### src/rtl/cpu0_mem_arbiter_pkg.sv
// Shared types and constants for the CPU0 byte-memory arbiter.
// Requester indices, size encodings and the access sequencer states.
package cpu0_mem_pkg;

  typedef enum logic [1:0] {
    IDLE  = 2'd0,
    ISSUE = 2'd1,
    TAIL  = 2'd2,
    ACK   = 2'd3
  } state_e;

  localparam int unsigned NREQ = 3;

  localparam logic [1:0] REQ_DATA  = 2'd0;
  localparam logic [1:0] REQ_FETCH = 2'd1;
  localparam logic [1:0] REQ_AUX   = 2'd2;

  localparam logic SZ_BYTE = 1'b0;
  localparam logic SZ_WORD = 1'b1;

  function automatic logic [1:0] onehot_to_idx(input logic [2:0] oh);
    logic [1:0] idx;
    idx = REQ_DATA;
    if (oh[1]) idx = REQ_FETCH;
    if (oh[2]) idx = REQ_AUX;
    return idx;
  endfunction

endpackage

### src/rtl/cpu0_mem_arbiter_if.sv
// Requester-side bus of the CPU0 memory arbiter: per-requester request
// fields in, shared completion/read data and ownership out.
interface cpu0_mem_arbiter_if #(
  parameter int AW = 32
);
  logic [2:0]      req;
  logic [2:0]      we;
  logic [2:0]      size;
  logic [3*AW-1:0] addr;
  logic [95:0]     wdata;
  logic [2:0]      ack;
  logic            err;
  logic [31:0]     rdata;
  logic [2:0]      grant;
  logic            busy;

  modport master (
    output req, we, size, addr, wdata,
    input  ack, err, rdata, grant, busy
  );

  modport slave (
    input  req, we, size, addr, wdata,
    output ack, err, rdata, grant, busy
  );
endinterface

### src/rtl/cpu0_mem_arbiter_rr.sv
// Three-way round-robin picker: the first requesting index after the last
// granted one, in cyclic order 0 -> 1 -> 2 -> 0. Purely combinational.
module cpu0_rr_arbiter (
  input  logic [2:0] req_i,
  input  logic [1:0] last_i,
  output logic [2:0] win_o
);

  always_comb begin
    win_o = 3'b000;
    case (last_i)
      2'd0: begin
        if      (req_i[1]) win_o = 3'b010;
        else if (req_i[2]) win_o = 3'b100;
        else if (req_i[0]) win_o = 3'b001;
      end
      2'd1: begin
        if      (req_i[2]) win_o = 3'b100;
        else if (req_i[0]) win_o = 3'b001;
        else if (req_i[1]) win_o = 3'b010;
      end
      default: begin
        if      (req_i[0]) win_o = 3'b001;
        else if (req_i[1]) win_o = 3'b010;
        else if (req_i[2]) win_o = 3'b100;
      end
    endcase
  end

endmodule

### src/rtl/cpu0_mem_arbiter.sv
// Shares one byte-wide synchronous RAM among the CPU0 data, fetch and aux
// requesters, serialising each granted access into big-endian byte cycles.
//
// state | meaning
// IDLE  | no owner; sample req and latch the round-robin winner
// ISSUE | one memory byte cycle per clock, cnt selects the byte
// TAIL  | read only: capture the last byte returned by the RAM
// ACK   | one-cycle ack to the owner with rdata/err valid
module cpu0_mem_arbiter
  import cpu0_mem_pkg::*;
#(
  parameter int AW  = 32,
  parameter int MAW = 8
) (
  input  logic                clock,
  input  logic                reset,
  cpu0_mem_arbiter_if.slave   bus,
  output logic                mem_en,
  output logic                mem_we,
  output logic [MAW-1:0]      mem_addr,
  output logic [7:0]          mem_wdata,
  input  logic [7:0]          mem_rdata
);

  state_e          state_q, state_d;
  logic [1:0]      ptr_q, ptr_d;
  logic [2:0]      gnt_q, gnt_d;
  logic            we_q, we_d;
  logic            size_q, size_d;
  logic [MAW-1:0]  base_q, base_d;
  logic [31:0]     wdata_q, wdata_d;
  logic [1:0]      cnt_q, cnt_d;
  logic            err_q, err_d;
  logic [31:0]     rdata_q, rdata_d;
  logic            cap_q, cap_d;
  logic [1:0]      lane_q, lane_d;

  logic [2:0]      win;
  logic [1:0]      win_idx;
  logic            sel_we;
  logic            sel_size;
  logic [MAW-1:0]  sel_addr;
  logic [31:0]     sel_wdata;
  logic            last_issue;
  logic [31:0]     wdata_sh;
  logic [4:0]      lane_sh;
  logic            unused_addr;

  cpu0_rr_arbiter u_rr (
    .req_i  (bus.req),
    .last_i (ptr_q),
    .win_o  (win)
  );

  assign win_idx = onehot_to_idx(win);

  // Address bits above MAW never reach the RAM; accesses wrap modulo 2^MAW.
  assign unused_addr = ^bus.addr;

  always_comb begin
    sel_we    = bus.we[win_idx];
    sel_size  = bus.size[win_idx];
    sel_addr  = bus.addr[0 +: MAW];
    sel_wdata = bus.wdata[0 +: 32];
    case (win_idx)
      REQ_FETCH: begin
        sel_addr  = bus.addr[AW +: MAW];
        sel_wdata = bus.wdata[32 +: 32];
      end
      REQ_AUX: begin
        sel_addr  = bus.addr[2*AW +: MAW];
        sel_wdata = bus.wdata[64 +: 32];
      end
      default: ;
    endcase
  end

  assign last_issue = (size_q == SZ_WORD) ? (cnt_q == 2'd3) : 1'b1;
  // Big-endian: byte cnt of a word is lane 3-cnt, i.e. bits [31-8*cnt -: 8].
  assign wdata_sh   = wdata_q >> {~cnt_q, 3'b000};
  assign lane_sh    = {lane_q, 3'b000};

  always_comb begin
    state_d   = state_q;
    ptr_d     = ptr_q;
    gnt_d     = gnt_q;
    we_d      = we_q;
    size_d    = size_q;
    base_d    = base_q;
    wdata_d   = wdata_q;
    cnt_d     = cnt_q;
    err_d     = err_q;
    cap_d     = 1'b0;
    lane_d    = lane_q;
    rdata_d   = rdata_q;
    mem_en    = 1'b0;
    mem_we    = 1'b0;
    mem_addr  = '0;
    mem_wdata = 8'h00;

    if (cap_q) begin
      rdata_d = (rdata_q & ~(32'h0000_00FF << lane_sh)) |
                ({24'h0, mem_rdata} << lane_sh);
    end

    case (state_q)
      IDLE: begin
        if (|bus.req) begin
          gnt_d   = win;
          we_d    = sel_we;
          size_d  = sel_size;
          base_d  = sel_addr;
          wdata_d = sel_wdata;
          cnt_d   = 2'd0;
          rdata_d = 32'h0;
          err_d   = (sel_size == SZ_WORD) && (sel_addr[1:0] != 2'b00);
          state_d = ((sel_size == SZ_WORD) && (sel_addr[1:0] != 2'b00)) ? ACK : ISSUE;
        end
      end
      ISSUE: begin
        mem_en   = 1'b1;
        mem_we   = we_q;
        mem_addr = base_q + MAW'(cnt_q);
        if (we_q) begin
          mem_wdata = (size_q == SZ_WORD) ? wdata_sh[7:0] : wdata_q[7:0];
        end
        cap_d  = ~we_q;
        lane_d = (size_q == SZ_WORD) ? ~cnt_q : 2'd0;
        cnt_d  = cnt_q + 2'd1;
        if (last_issue) begin
          state_d = we_q ? ACK : TAIL;
        end
      end
      TAIL: begin
        state_d = ACK;
      end
      ACK: begin
        ptr_d   = onehot_to_idx(gnt_q);
        gnt_d   = 3'b000;
        err_d   = 1'b0;
        state_d = IDLE;
      end
      default: state_d = IDLE;
    endcase
  end

  always_ff @(posedge clock or posedge reset) begin
    if (reset) begin
      state_q <= IDLE;
      ptr_q   <= REQ_AUX;
      gnt_q   <= 3'b000;
      we_q    <= 1'b0;
      size_q  <= SZ_BYTE;
      base_q  <= '0;
      wdata_q <= 32'h0;
      cnt_q   <= 2'd0;
      err_q   <= 1'b0;
      rdata_q <= 32'h0;
      cap_q   <= 1'b0;
      lane_q  <= 2'd0;
    end else begin
      state_q <= state_d;
      ptr_q   <= ptr_d;
      gnt_q   <= gnt_d;
      we_q    <= we_d;
      size_q  <= size_d;
      base_q  <= base_d;
      wdata_q <= wdata_d;
      cnt_q   <= cnt_d;
      err_q   <= err_d;
      rdata_q <= rdata_d;
      cap_q   <= cap_d;
      lane_q  <= lane_d;
    end
  end

  assign bus.ack   = (state_q == ACK) ? gnt_q : 3'b000;
  assign bus.err   = (state_q == ACK) & err_q;
  assign bus.rdata = (state_q == ACK) ? rdata_q : 32'h0;
  assign bus.grant = gnt_q;
  assign bus.busy  = |gnt_q;

endmodule

### src/flat_wrapper.sv
// flat-port wrapper written by rule: the top's interface ports become plain ports
module cpu0_mem_arbiter_flat import cpu0_mem_pkg::*;
#(
  parameter int AW  = 32,
  parameter int MAW = 8
)
  (clock, reset, mem_en, mem_we, mem_addr, mem_wdata, mem_rdata, bus_req, bus_we, bus_size, bus_addr, bus_wdata, bus_ack, bus_err, bus_rdata, bus_grant, bus_busy);
  cpu0_mem_arbiter_if #(.AW(AW)) bus_i ();
  input  logic clock;
  input  logic reset;
  output logic mem_en;
  output logic mem_we;
  output logic [MAW-1:0] mem_addr;
  output logic [7:0] mem_wdata;
  input  logic [7:0] mem_rdata;
  input wire logic [$bits(bus_i.req)-1:0] bus_req;
  input wire logic [$bits(bus_i.we)-1:0] bus_we;
  input wire logic [$bits(bus_i.size)-1:0] bus_size;
  input wire logic [$bits(bus_i.addr)-1:0] bus_addr;
  input wire logic [$bits(bus_i.wdata)-1:0] bus_wdata;
  output wire logic [$bits(bus_i.ack)-1:0] bus_ack;
  output wire logic [$bits(bus_i.err)-1:0] bus_err;
  output wire logic [$bits(bus_i.rdata)-1:0] bus_rdata;
  output wire logic [$bits(bus_i.grant)-1:0] bus_grant;
  output wire logic [$bits(bus_i.busy)-1:0] bus_busy;
  assign bus_i.req = bus_req;
  assign bus_i.we = bus_we;
  assign bus_i.size = bus_size;
  assign bus_i.addr = bus_addr;
  assign bus_i.wdata = bus_wdata;
  assign bus_ack = bus_i.ack;
  assign bus_err = bus_i.err;
  assign bus_rdata = bus_i.rdata;
  assign bus_grant = bus_i.grant;
  assign bus_busy = bus_i.busy;
  cpu0_mem_arbiter #(.AW(AW), .MAW(MAW)) u_core (.clock(clock), .reset(reset), .bus(bus_i), .mem_en(mem_en), .mem_we(mem_we), .mem_addr(mem_addr), .mem_wdata(mem_wdata), .mem_rdata(mem_rdata));
endmodule
### config.mk
export PLATFORM = sky130hd
export DESIGN_NAME = cpu0_mem_arbiter_flat
export DESIGN_NICKNAME = d
export VERILOG_FILES = /design/src/rtl/cpu0_mem_arbiter_pkg.sv /design/src/rtl/cpu0_mem_arbiter_if.sv /design/src/rtl/cpu0_mem_arbiter_rr.sv /design/src/rtl/cpu0_mem_arbiter.sv /design/src/flat_wrapper.sv
export SDC_FILE = /design/constraint.sdc
export NUM_CORES = 1
export LEC_CHECK = 0
export ABC_AREA = 0
export ABC_CLOCK_PERIOD_IN_PS = 2800
export BUFFER_PORTS_ARGS = -buffer_cell sky130_fd_sc_hd__buf_2
export CAP_MARGIN = 40
export CORE_MARGIN = 1
export CORE_UTILIZATION = 40
export CTS_BUF_LIST = sky130_fd_sc_hd__clkbuf_16
export DETAILED_ROUTE_END_ITERATION = 6
export PLACE_DENSITY = 0.81
export SKIP_LAST_GASP = 1
export SLEW_MARGIN = 20
export SYNTH_ARGS = -nofsm -noshare
export SYNTH_HDL_FRONTEND = slang
export SYNTH_SLANG_ARGS = --single-unit
### constraint.sdc
create_clock -name clock -period 2.8 [get_ports clock]
set_input_delay 0.42 -clock clock [delete_from_list [all_inputs] [get_ports clock]]
set_output_delay 0.42 -clock clock [all_outputs]
set_load 0.01 [all_outputs]
# [After elaboration in Yosys (flattened, before gate mapping)]
# Cells that the tools add are included.
[op_classes] addsub=2 n_lt_le_gt_ge=1 eq_ne=9 n_shift=3 mux=45 bitwise=6 reduce_logical=12
[op_table] cell="32-bit 2-to-1 mux" n=4
[op_table] cell="32-bit one-hot mux with 2 select lines" n=1
[op_table] cell="32-bit bitwise AND" n=1
[op_table] cell="8-bit 2-to-1 mux" n=4
[op_table] cell="32-bit NOT" n=1
[op_table] cell="32-bit OR" n=1
[op_table] cell="8-bit by 5-bit left shift with 32-bit output" n=1
[op_table] cell="8-bit by 5-bit left shift with 32-bit output (first input constant)" n=1
[op_table] cell="32-bit by 5-bit >> shifter with 8-bit output" n=1
[op_table] cell="3-bit 2-to-1 mux" n=8
[op_table] cell="2-bit 2-to-1 mux" n=9
[op_table] cell="8-bit one-hot mux with 2 select lines" n=1
[op_table] cell="3-bit one-hot mux with 2 select lines" n=2
[op_table] cell="1-bit 2-to-1 mux" n=11
[op_table] cell="8-bit by 2-bit adder with 8-bit output" n=1
[op_table] cell="2-bit equality test (second input constant)" n=4
[op_table] cell="2-bit one-hot mux with 4 select lines" n=1
[op_table] cell="2-bit AND reduction" n=4
[op_table] cell="2-bit by 1-bit equality test with 1-bit output (second input constant)" n=3
[op_table] cell="2-bit nonzero test" n=3
[op_table] cell="3-bit OR reduction" n=2
[op_table] cell="1-bit binary-select mux with 2-bit select" n=2
[op_table] cell="2-bit zero test" n=2
[op_table] cell="2-bit by 1-bit != test with 1-bit output (second input constant)" n=2
[op_table] cell="8 further kinds" n=8
[totals] regBits=87 inputBits=211 out_inout_bits=58 elab_cells=90

# [Longest topological paths before layout]
# Gate-level depths: netlist of the first run.
[depth] depth_word=13 ltp_mapped=8 mapped_depth_nobuf=7

# [Modules after synthesis]
# Synthesis of the first run repeated with hierarchy kept, for this count alone.
[unflattened] cells_unflattened=536 area_unflattened_um2=5044.8
[modules_own_cells] module="cpu0_mem_arbiter" n_inst=1 cells_per_inst=529 area_per_inst_um2=4993.5 seq_area_each_um2=2178.3
[modules_own_cells] module="cpu0_rr_arbiter" n_inst=1 cells_per_inst=7 area_per_inst_um2=51.3 seq_area_each_um2=0.0

# [Worst setup path before layout of the first run]
# OpenSTA, ideal clock, no wires.
[synth_path] path_type="register to output" startpoint="register u_core.cnt_q[1]" endpoint="output port mem_addr[5]" t_arrival_ns=1.475 t_required_ns=2.380 setup_slack_ns=0.905 path_stages_with_launch=6 path_buffers=0 path_cell_list="dfrtp_1 > ha_1 > a21o_1 > nand2_1 > or3_1 > a21boi_0"
[synth_via] elab_chain_cells=2
[synth_rtl] item="start: declaration" line_no="cpu0_mem_arbiter.sv:32" rtl="logic [1:0] cnt_q, cnt_d;"
[synth_rtl] item="start signal: assignment" line_no="cpu0_mem_arbiter.sv:169" rtl="cnt_q <= cnt_d;"
[synth_rtl] item="8-bit by 2-bit adder with 8-bit output" line_no="cpu0_mem_arbiter.sv:123" rtl="mem_addr = base_q + MAW'(cnt_q);"
[synth_rtl] item="8-bit 2-to-1 mux" line_no="cpu0_mem_arbiter.sv:106" rtl="case (state_q)"
[synth_rtl] item="end: declaration" line_no="flat_wrapper.sv:13" rtl="output logic [MAW-1:0] mem_addr;"
# No other way between the ends.

# [Worst setup path in the final report of the first run]
[layout_path] startpoint="register u_core.cnt_q[0]" endpoint="output port mem_addr[6]"
# Same word-level chain as after synthesis.

==> results of run 1 <==
sequential cells by signal, indices dropped and copies added, names as in the netlist:
register,count
u_core.rdata_q,32
u_core.we_q,1
u_core.size_q,1
u_core.ptr_q,2
u_core.lane_q,2
u_core.wdata_q,32
u_core.bus.grant,3
u_core.cap_q,1
u_core.err_q,1
u_core.cnt_q,2
u_core.base_q,8
u_core.state_q,2
worst reg2reg max path: stages, from the launching register on:
cell,delay (ns)
sky130_fd_sc_hd__dfstp_2,0.57
sky130_fd_sc_hd__nor2b_1,0.07
sky130_fd_sc_hd__o22a_1,0.21
sky130_fd_sc_hd__nor2_4,0.48
sky130_fd_sc_hd__a222oi_1,0.23
sky130_fd_sc_hd__a21o_1,0.26
sky130_fd_sc_hd__o31ai_1,0.18
through the flow:
step / utilization / worst slack [ns]
floorplan: - / 0.131
global placement: 0.510 / 0.688
detailed placement: 0.510 / 0.646
CTS: 0.536 / 0.425
global route: 0.538 / 0.311
finish: 0.538 / 0.440
Yosys cell counts, types with 2 or more instances:
master	instances	share of area
sky130_fd_sc_hd__dfrtp_1	86	0.46
sky130_fd_sc_hd__a222oi_1	42	0.089
sky130_fd_sc_hd__nand3b_1	2	0.0032
sky130_fd_sc_hd__o21ai_0	38	0.040
sky130_fd_sc_hd__ha_1	7	0.019
sky130_fd_sc_hd__mux4_2	8	0.038
sky130_fd_sc_hd__xnor2_1	3	0.0056
sky130_fd_sc_hd__xor2_1	2	0.0037
sky130_fd_sc_hd__a2bb2oi_1	2	0.0037
sky130_fd_sc_hd__o22ai_1	4	0.0053
sky130_fd_sc_hd__nand2_1	51	0.041
sky130_fd_sc_hd__and3_1	2	0.0027
sky130_fd_sc_hd__buf_6	2	0.0048
sky130_fd_sc_hd__and2_1	43	0.057
sky130_fd_sc_hd__buf_2	18	0.019
sky130_fd_sc_hd__nor2b_1	3	0.0040
sky130_fd_sc_hd__mux2i_1	40	0.085
sky130_fd_sc_hd__a21oi_1	2	0.0021
sky130_fd_sc_hd__inv_1	12	0.0096
sky130_fd_sc_hd__clkbuf_1	17	0.014
sky130_fd_sc_hd__o31ai_1	4	0.0064
sky130_fd_sc_hd__nor2_1	41	0.033
sky130_fd_sc_hd__a32o_1	2	0.0043
sky130_fd_sc_hd__nand3_1	6	0.0064
sky130_fd_sc_hd__a21o_1	3	0.0048
sky130_fd_sc_hd__o21ai_1	10	0.011
power by group:
part           leakage (nW)  internal [mW]  switching (mW)
registers              1.13           1.74           0.357
logic                  2.00           1.03            1.29
clock network         0.150          0.693           0.486
total                  3.28           3.47            2.14
worst paths after layout:
check / cells after the start / slack [ns] / to / start
setup reg to reg: 6 / 0.71 / u_core.err_q$_DFFE_PP0P_ / u_core.ptr_q[1]$_DFFE_PP1P_
setup / recovery: 6 / 0.44 / mem_addr[6] / u_core.cnt_q[0]$_DFFE_PP0P_
hold / removal: 3 / 0.18 / u_core.rdata_q[10]$_DFF_PP0_ / reset
max in group asynchronous: 3 / 2.22 / u_core.ptr_q[1]$_DFFE_PP1P_ / reset
hold reg to reg: 1 / 0.45 / u_core.cap_q$_DFF_PP0_ / u_core.we_q$_DFFE_PP0P_
min in group clock: 3 / 0.37 / u_core.wdata_q[23]$_DFFE_PP0P_ / bus_wdata[87]
final cells by class:
class / instances / area (um^2) / share of cell area
Tap cell: 143 / 179 / 0.0291
Multi-Input combinational cell: 328 / 2320 / 0.378
Sequential cell: 87 / 2180 / 0.354
Clock inverter: 7 / 71.3 / 0.0116
Inverter: 12 / 46.3 / 0.00753
Timing Repair Buffer: 209 / 1120 / 0.183
Clock buffer: 9 / 225 / 0.0366
logic make-up after synthesis:
kind of cell,Yosys count,synth area share
compound gates,113,0.178
xor+xnor,5,0.00931
fa+ha+maj,8,0.0229
buf+inv,49,0.0471
flops,87,0.463
mux,49,0.126
simple gates,153,0.154
routing by layer:
metal | vias to the layer above | routed length (um)
met1 | 2096 | 5220
li1 | 2069 | -
met4 | 0 | 169
met5 | - | 0
met2 | 202 | 6720
met3 | 15 | 779
==> out/qor.yml, run 1 <==
place.port_buffers: 196
clock-skew-final_ns: 0.00984
die_y_um: 110
drt-total-wl_um: 12900
timing.critical_path.to_type: "output port"
lkg_pwr_nw: 3.28
finish.cell_count_without_fillers: 795
detailed_place_hpwl_um: 9640
fmax_mhz: 424
drt-wirelength-per-cell_um: 16.2
max_cap_viol_count: 0
globalRoute.busiestLayer: "met2"
global_routing_usage_on_met2: 0.389
synth-warning-count: 0
vias_per_cell: 5.51
p_per_area_nw_per_um2: 912
critical_path.startpoint_type: "flop"
area_growth_syn_to_layout_pct: 30.7
synth_cell_types: 40
grt.met3_usage: 0.0335
netlist_instances: 464
globalRouteMet1Util: 0.270
grt_antenna_before_repair: 0
critical_path_buf_inv_count: 1
postSynthRegisterBits: 87
placed_cells_incl_taps: 778
run_status: "finished, final reports clean"
worstSetupPathType: "reg2out"
cts-buffers-inserted: 9
holdCritPathClass: "in2async"
clock_sinks: 87
grt_setup_unrepaired: "false"
placementRows: 39
num-fill-cells: 1029
final-setup-viol-count: 0
vias_in_the_first_global_route: 4320
drt_iter0_drc: 400
avg_synthesized_cell_area_um2: 10.1
drt_pre_antenna_iters: 7
layout_common_cells: "196 x sky130_fd_sc_hd__buf_2, 86 x sky130_fd_sc_hd__dfrtp_1, 51 x sky130_fd_sc_hd__nand2_1, 43 x sky130_fd_sc_hd__and2_1, 42 x sky130_fd_sc_hd__a222oi_1"
syn_area_um2: 4700
clock_tree.buffer_depth: 2
synth_nets: 683
critPathTopFamily: "adder cells"
clockRootBuffer: "sky130_fd_sc_hd__clkbuf_16"
final.min_clock_period_ns: 2.36
postCtsResizedCells: 0
worst-path-max-fanout: 3
drive_above_1_share: 0.370
tightestPinTransition_ns: 0.627
leftover_overflow_at_the_end_of_global_routing: 0
final_net_count: 866
fp.coreArea_um2: 11400
die_w_um: 110
post-layout-total-power_mw: 5.61
floorplan.initialDensity: 0.412
vdd_drop_max_v: 0.000381
grt_start_max_net_pins: 88
grt_pass1_wl_um: 21200
cts_hold_buf: 0
design.die.area_um2: 12200
final-hold-violation-count: 0
worst_setup_hold_path_clk_slew_ns: 0.07
placedInstanceArea_um2: 5820
drtAntennaViolNets: 0
dr_total_vias: 4382
critical_path_required_ns: 2.38
slew_viol_final: 0
ctsHtreeMaxLevel: 3
ys_dominant_reg_cell: "sky130_fd_sc_hd__dfrtp_1"
mostFrequentLayoutCell: "sky130_fd_sc_hd__buf_2"
cpMaxStageDelayCell: "sky130_fd_sc_hd__fa_1"
finish.instance_area_um2: 6150
fin_crit_sh: 0.843
cts_tree: "done"
post-cts-setup-buffer-count: 0
cp_slowest_stage_delay_ns: 0.49
timing.critical_path.arrival_ns: 1.94
total_routing_usage_reported_by_global_routing: 0.216
fin_worst_hold_slack_ns: 0.175
finalWeightedCongestion: 0.805
top_level_ports: 269
post-route-drc-count: 0
ys_async_sr_fraction: 1.00
synth-edff-count: 0
fin_setup_tns_ns: 0
timing.critical_path.cells: "ha_1, fa_1, nand3_1, xnor2_1, and2_1, buf_2"
timing.slew.headroom: 0.582
synth_seq_area_share: 0.463
diodes: 0
clock_latency_ns: 0.33
Note: power is estimated with default switching activity, not from simulation.
==> inputs of run 2 (changes only) <==
Settings changed: ABC_CLOCK_PERIOD_IN_PS 2800 to 1950.
Clock period 2.8 ns to 1.95 ns, I/O delays scaled along.
==> run 2 against run 1 <==
The run now ends with setup timing left. Non-clock buffer count grew 21. Power increased by 58%. Sequential power is 45% higher. Global-route usage grew 1.3 points. Final area grew 6.5%.
==> out/qor.yml, run 2 (synthesized netlist as in run 1, its figures left out) <==
final-hold-violation-count: 0
cpMaxStageDelayCell: "sky130_fd_sc_hd__dfrtp_1"
timing.slew.headroom: 0.584
place.port_buffers: 196
grt_antenna_before_repair: 2
timing.critical_path.to_type: "output port"
lkg_pwr_nw: 3.47
grt_setup_unrepaired: "true"
drt_iter0_drc: 515
drtAntennaViolNets: 0
layout_common_cells: "196 x sky130_fd_sc_hd__buf_2, 85 x sky130_fd_sc_hd__dfrtp_1, 48 x sky130_fd_sc_hd__nand2_1, 42 x sky130_fd_sc_hd__a222oi_1, 42 x sky130_fd_sc_hd__and2_1"
timing.critical_path.arrival_ns: 1.85
vias_in_the_first_global_route: 4568
leftover_overflow_at_the_end_of_global_routing: 0
critical_path_required_ns: 1.66
p_per_area_nw_per_um2: 1350
num-fill-cells: 953
final.setup.worst_slack_ns: -0.194
multi_input_area_um2: 2410
mostFrequentLayoutCell: "sky130_fd_sc_hd__buf_2"
detailed_place_hpwl_um: 10200
slew_viol_final: 0
design.die.area_um2: 12200
grt_pass1_wl_um: 22300
die_y_um: 110
fin_crit_sh: 1.10
placementRows: 39
drt-wirelength-per-cell_um: 17.7
area_growth_syn_to_layout_pct: 39.2
final.min_clock_period_ns: 2.14
final_net_count: 889
die_w_um: 110
violations: "setup timing"
tightestPinTransition_ns: 0.623
run_status: "finished with violations"
clock-skew-final_ns: 0.00819
finish.instance_area_um2: 6550
total_routing_usage_reported_by_global_routing: 0.229
worstSetupPathType: "reg2out"
max_cap_viol_count: 0
post-route-drc-count: 0
pre_cts_setup_slack_ns: -0.119
top_level_ports: 269
clock_tree.buffer_depth: 2
floorplan.initialDensity: 0.412
clockRootBuffer: "sky130_fd_sc_hd__clkbuf_16"
clock_latency_ns: 0.34
drive_above_1_share: 0.407
fp.coreArea_um2: 11400
critical_path.startpoint_type: "flop"
placedInstanceArea_um2: 5950
vias_per_cell: 5.61
finalWeightedCongestion: 0.835
register_area_um2: 2180
holdCritPathClass: "in2async"
clock_sinks: 87
vdd_drop_max_v: 0.000715
grt_start_max_net_pins: 40
final-setup-viol-count: 15
worst_setup_hold_path_clk_slew_ns: 0.07
cp_slowest_stage_delay_ns: 0.42
fmax_mhz: 466
ctsHtreeMaxLevel: 3
drt-total-wl_um: 14500
drt_pre_antenna_iters: 6
cts-buffers-inserted: 9
fin_setup_tns_ns: -1.63
dr_total_vias: 4601
biggestRegsByFlops: "u_core.rdata_q: 32 flops, u_core.wdata_q: 32 flops, u_core.base_q: 8 flops"
timing.critical_path.cells: "ha_1, a21o_1, nand2_2, or3_1, a21boi_1, buf_2"
cts_tree: "done"
worst-path-max-fanout: 3
==> run 2: cell types whose count changed in the layout (fill, tap and decap cells not counted), moves of 3 or more <==
| cell | previous run | this run |
|---|---|---|
| sky130_fd_sc_hd__buf_12 | 2 | 7 |
| sky130_fd_sc_hd__buf_4 | 10 | 22 |
| sky130_fd_sc_hd__clkinv_2 | 4 | 0 |
| sky130_fd_sc_hd__ha_1 | 7 | 4 |
| sky130_fd_sc_hd__inv_6 | 1 | 4 |
| sky130_fd_sc_hd__nand2_1 | 51 | 48 |
==> run 2: what timing repair did <==
| action | 4_1_cts | 5_1_grt |
|---|---|---|
| gates resized for setup | 10 | 12 |
| pin swaps | 9 | 8 |
| gates cloned | 0 | 4 |
| setup endpoints to repair | 21 | 29 |
| hold buffers | 0 | 0 |
| setup buffers | 4 | 8 |
==> run 2: worst paths after layout <==
kind	cells after the start	to	from	slack, ns
setup reg to reg	7	u_core.wdata_q[21]$_DFFE_PP0P_	u_core.ptr_q[1]$_DFFE_PP1P_	0.03
max in group asynchronous	3	u_core.ptr_q[1]$_DFFE_PP1P_	reset	1.29
hold / removal	2	u_core.base_q[1]$_DFFE_PP0P_	reset	0.04
setup / recovery	6	mem_addr[5]	u_core.cnt_q[1]$_DFFE_PP0P_	-0.19
min in group clock	3	u_core.we_q$_DFFE_PP0P_	bus_we[2]	0.25
hold reg to reg	2	u_core.wdata_q[8]$_DFFE_PP0P_	u_core.wdata_q[8]$_DFFE_PP0P_	0.48
==> run 2: area by class of cell <==
type / instances / area share
multi-input cells: 330 / 0.368
clock buffers: 9 / 0.0344
flip-flops and latches: 87 / 0.333
well taps: 143 / 0.0273
diodes: 2 / 0.000764
inverters: 12 / 0.00745
repair buffers: 230 / 0.210
clock inverters: 7 / 0.0191
==> run 2: metal layers <==
layer  GRT usage  routed length (um)  vias up
met5           0                   0        -
met4       0.112                 543        0
met3      0.0406                 977       38
met2       0.412                7410      253
met1       0.261                5560     2189
li1            -                   -     2121
==> run 2: where the power goes <==
group	switching, mW	internal (mW)
clock network	0.741	1.27
registers	0.529	2.51
logic	2.03	1.80
total	3.30	5.57
==> run 2: worst max-delay path: cells and delay by family, from the launching register on <==
family | cells | cell delay (ns)
adder cells (fa/ha/maj) | 1 | 0.29
AND/OR/NAND/NOR | 2 | 0.40
AO/OA/AOI/OAI | 2 | 0.27
buffers and inverters | 1 | 0.14
flip-flops | 1 | 0.42
==> run 2: metrics by stage <==
step / instances / power (mW) / hold slack, ns / utilization
final: 820 / 8.87 / 0.0354 / 0.574
after global routing: 820 / 9.50 / 0.0770 / 0.574
after CTS: 806 / 8.67 / 0.0440 / 0.557
after detailed placement: 786 / 6.55 / 0.408 / 0.521
after global placement: 786 / 6.35 / 0.404 / 0.521
after floorplan: 464 / 5.33 / 0.424 / -
==> inputs of run 3 (changes only) <==
Settings changed: ABC_CLOCK_PERIOD_IN_PS 1950 to 2500, CORE_AREA set to 2 2 105 107, CORE_MARGIN 1 to unset, CORE_UTILIZATION 40 to unset, DIE_AREA set to 0 0 107 109, HOLD_SLACK_MARGIN set to 0.1, PLACE_DENSITY 0.81 to 0.85.
Clock period 1.95 ns to 2.5 ns, I/O delays scaled along.
==> run 3 against run 2 <==
The run ends with DRC left. Register-to-register slack better by 0.39 ns. Largest cell class unchanged. Cell count decreased by 3.5%. Global-route usage fell by 0.70 points. Die area decreased by 4.4%. Setup slack improved by 0.39 ns. Via count fell by 5.0%. Hold slack improved by 0.29 ns. Flip-flop and latch count did not move. Critical endpoint unchanged.
==> out/qor.yml, run 3 (synthesized netlist as in run 1, its figures left out) <==
timing.critical_path.cells: "ha_1, a21o_1, nand2_1, or3_1, a21boi_0, buf_2"
drt_pre_antenna_iters: 7
critPathTopFamily: "flip-flops"
rr_endpoint: "u_core.state_q[1]$_DFFE_PP0P_"
clock_latency_ns: 0.33
timing.critical_path.to_type: "output port"
rr_startpoint: "u_core.ptr_q[1]$_DFFE_PP1P_"
fin_crit_sh: 0.921
mostFrequentLayoutCell: "sky130_fd_sc_hd__buf_2"
timing.critical_path.arrival_ns: 1.93
r2r_slack_ns: 0.42
fmax_mhz: 434
post-route-drc-count: 9
floorplan.initialDensity: 0.444
final-setup-viol-count: 0
final.min_clock_period_ns: 2.30
grt_setup_unrepaired: "false"
critical_path_required_ns: 2.12
final_net_count: 865
worst_setup_hold_path_clk_slew_ns: 0.07
diodes: 0
area_growth_syn_to_layout_pct: 30.1
grt_start_max_net_pins: 86
finalCoreUtilization: 0.577
ctsHtreeMaxLevel: 3
dr_total_vias: 4373
drt_iter0_drc: 461
crit_cells: 6
run_status: "finished with violations"
slew_viol_final: 0
vdd_drop_max_v: 0.000451
layout_common_cells: "196 x sky130_fd_sc_hd__buf_2, 86 x sky130_fd_sc_hd__dfrtp_1, 51 x sky130_fd_sc_hd__nand2_1, 43 x sky130_fd_sc_hd__and2_1, 42 x sky130_fd_sc_hd__a222oi_1"
design.die.area_um2: 11700
grt_antenna_before_repair: 0
vias_in_the_first_global_route: 4118
postCtsResizedCells: 0
clockRootBuffer: "sky130_fd_sc_hd__clkbuf_16"
cp_slowest_stage_delay_ns: 0.43
worstSetupPathType: "reg2out"
biggestRegsByFlops: "u_core.rdata_q: 32 flops, u_core.wdata_q: 32 flops, u_core.base_q: 8 flops"
total_routing_usage_reported_by_global_routing: 0.222
post-layout-total-power_mw: 6.18
place.port_buffers: 196
cts-buffers-inserted: 9
final-hold-violation-count: 0
p_per_area_nw_per_um2: 1010
post-cts-setup-buffer-count: 0
fp.coreArea_um2: 10600
drt-total-wl_um: 12800
timing.slew.headroom: 0.451
cts_tree: "done"
drive_above_1_share: 0.366
fin_setup_tns_ns: 0
finalWeightedCongestion: 0.844
top_level_ports: 269
drtAntennaViolNets: 0
clock_sinks: 87
tightestPinTransition_ns: 0.824
die_w_um: 107
placementRows: 38
critical_path_buf_inv_count: 1
cpMaxStageDelayCell: "sky130_fd_sc_hd__dfrtp_1"
detailed_place_hpwl_um: 9730
clock_tree.buffer_depth: 2
max_cap_viol_count: 0
holdCritPathClass: "in2reg"
leftover_overflow_at_the_end_of_global_routing: 0
worstRegToRegCells: 5
violations: "DRC"
grt_pass1_wl_um: 20100
lkg_pwr_nw: 3.25
clock-skew-final_ns: 0.00797
setup.worst_path.start: "u_core.cnt_q[1]$_DFFE_PP0P_"
drt-wirelength-per-cell_um: 16.2
vias_per_cell: 5.53
worst-path-max-fanout: 4
die_y_um: 109
crit_end: "mem_addr[5]"
critical_path.startpoint_type: "flop"
[run 3: routing by layer]
layer  share of wire  GRT usage  up-vias
met5               0          0        -
met2            0.52      0.398      229
li1                -          -     2074
met1            0.40      0.276     2046
met3           0.069     0.0424       24
met4           0.015     0.0612        0
[run 3: power by group]
| part | internal, mW | switching (mW) |
|---|---|---|
| Combinational | 1.15 | 1.44 |
| Sequential | 1.95 | 0.400 |
| Clock | 0.683 | 0.565 |
| Total | 3.78 | 2.40 |
[run 3: worst min-delay path by stage]
| stage | slack [ns] | to | depth (start not counted) | startpoint |
|---|---|---|---|---|
| finish | 0.32 | u_core.wdata_q[31]$_DFFE_PP0P_ | 3 | bus_wdata[95] |
| global route | 0.34 | u_core.wdata_q[28]$_DFFE_PP0P_ | 3 | bus_wdata[92] |
| CTS | 0.31 | u_core.wdata_q[31]$_DFFE_PP0P_ | 3 | bus_wdata[95] |
| detailed placement | 0.30 | u_core.rdata_q[10]$_DFF_PP0_ | 2 | reset |
| global placement | 0.29 | u_core.rdata_q[4]$_DFF_PP0_ | 2 | reset |
| floorplan | 0.42 | u_core.cap_q$_DFF_PP0_ | 1 | u_core.we_q$_DFFE_PP0P_ |
[run 3: final cells by class]
class                      instances  area, um^2
timing repair buffer             208        1110
clock inverter                     7        56.3
sequential                        87        2180
inverter                          12        48.8
multi-input combinational        328        2320
fill                             915        4480
clock buffer                       9         225
tap                              140         175
[run 3: worst reg2reg max path, cell delays in order, from the launching register on]
cell	delay [ns]
sky130_fd_sc_hd__dfstp_2	0.57
sky130_fd_sc_hd__nand2_1	0.11
sky130_fd_sc_hd__a32o_2	0.51
sky130_fd_sc_hd__a222oi_1	0.46
sky130_fd_sc_hd__a21o_1	0.23
sky130_fd_sc_hd__o31ai_1	0.07
[run 3: per-stage QoR]
stage | instances | hold slack (ns) | setup WS [ns] | cell area (um^2)
after global placement | 774 | 0.293 | 0.406 | 5830
after CTS | 791 | 0.315 | 0.179 | 6120
after floorplan | 464 | 0.424 | 0.650 | 4710
after global routing | 791 | 0.339 | 0.0809 | 6120
after detailed placement | 774 | 0.297 | 0.274 | 5830
final | 791 | 0.324 | 0.198 | 6120
[run 3: repair_timing]
action                     in CTS  in global routing
setup endpoints to repair       0                  0
hold endpoints to repair        4                  0
hold buffers                    1                  0
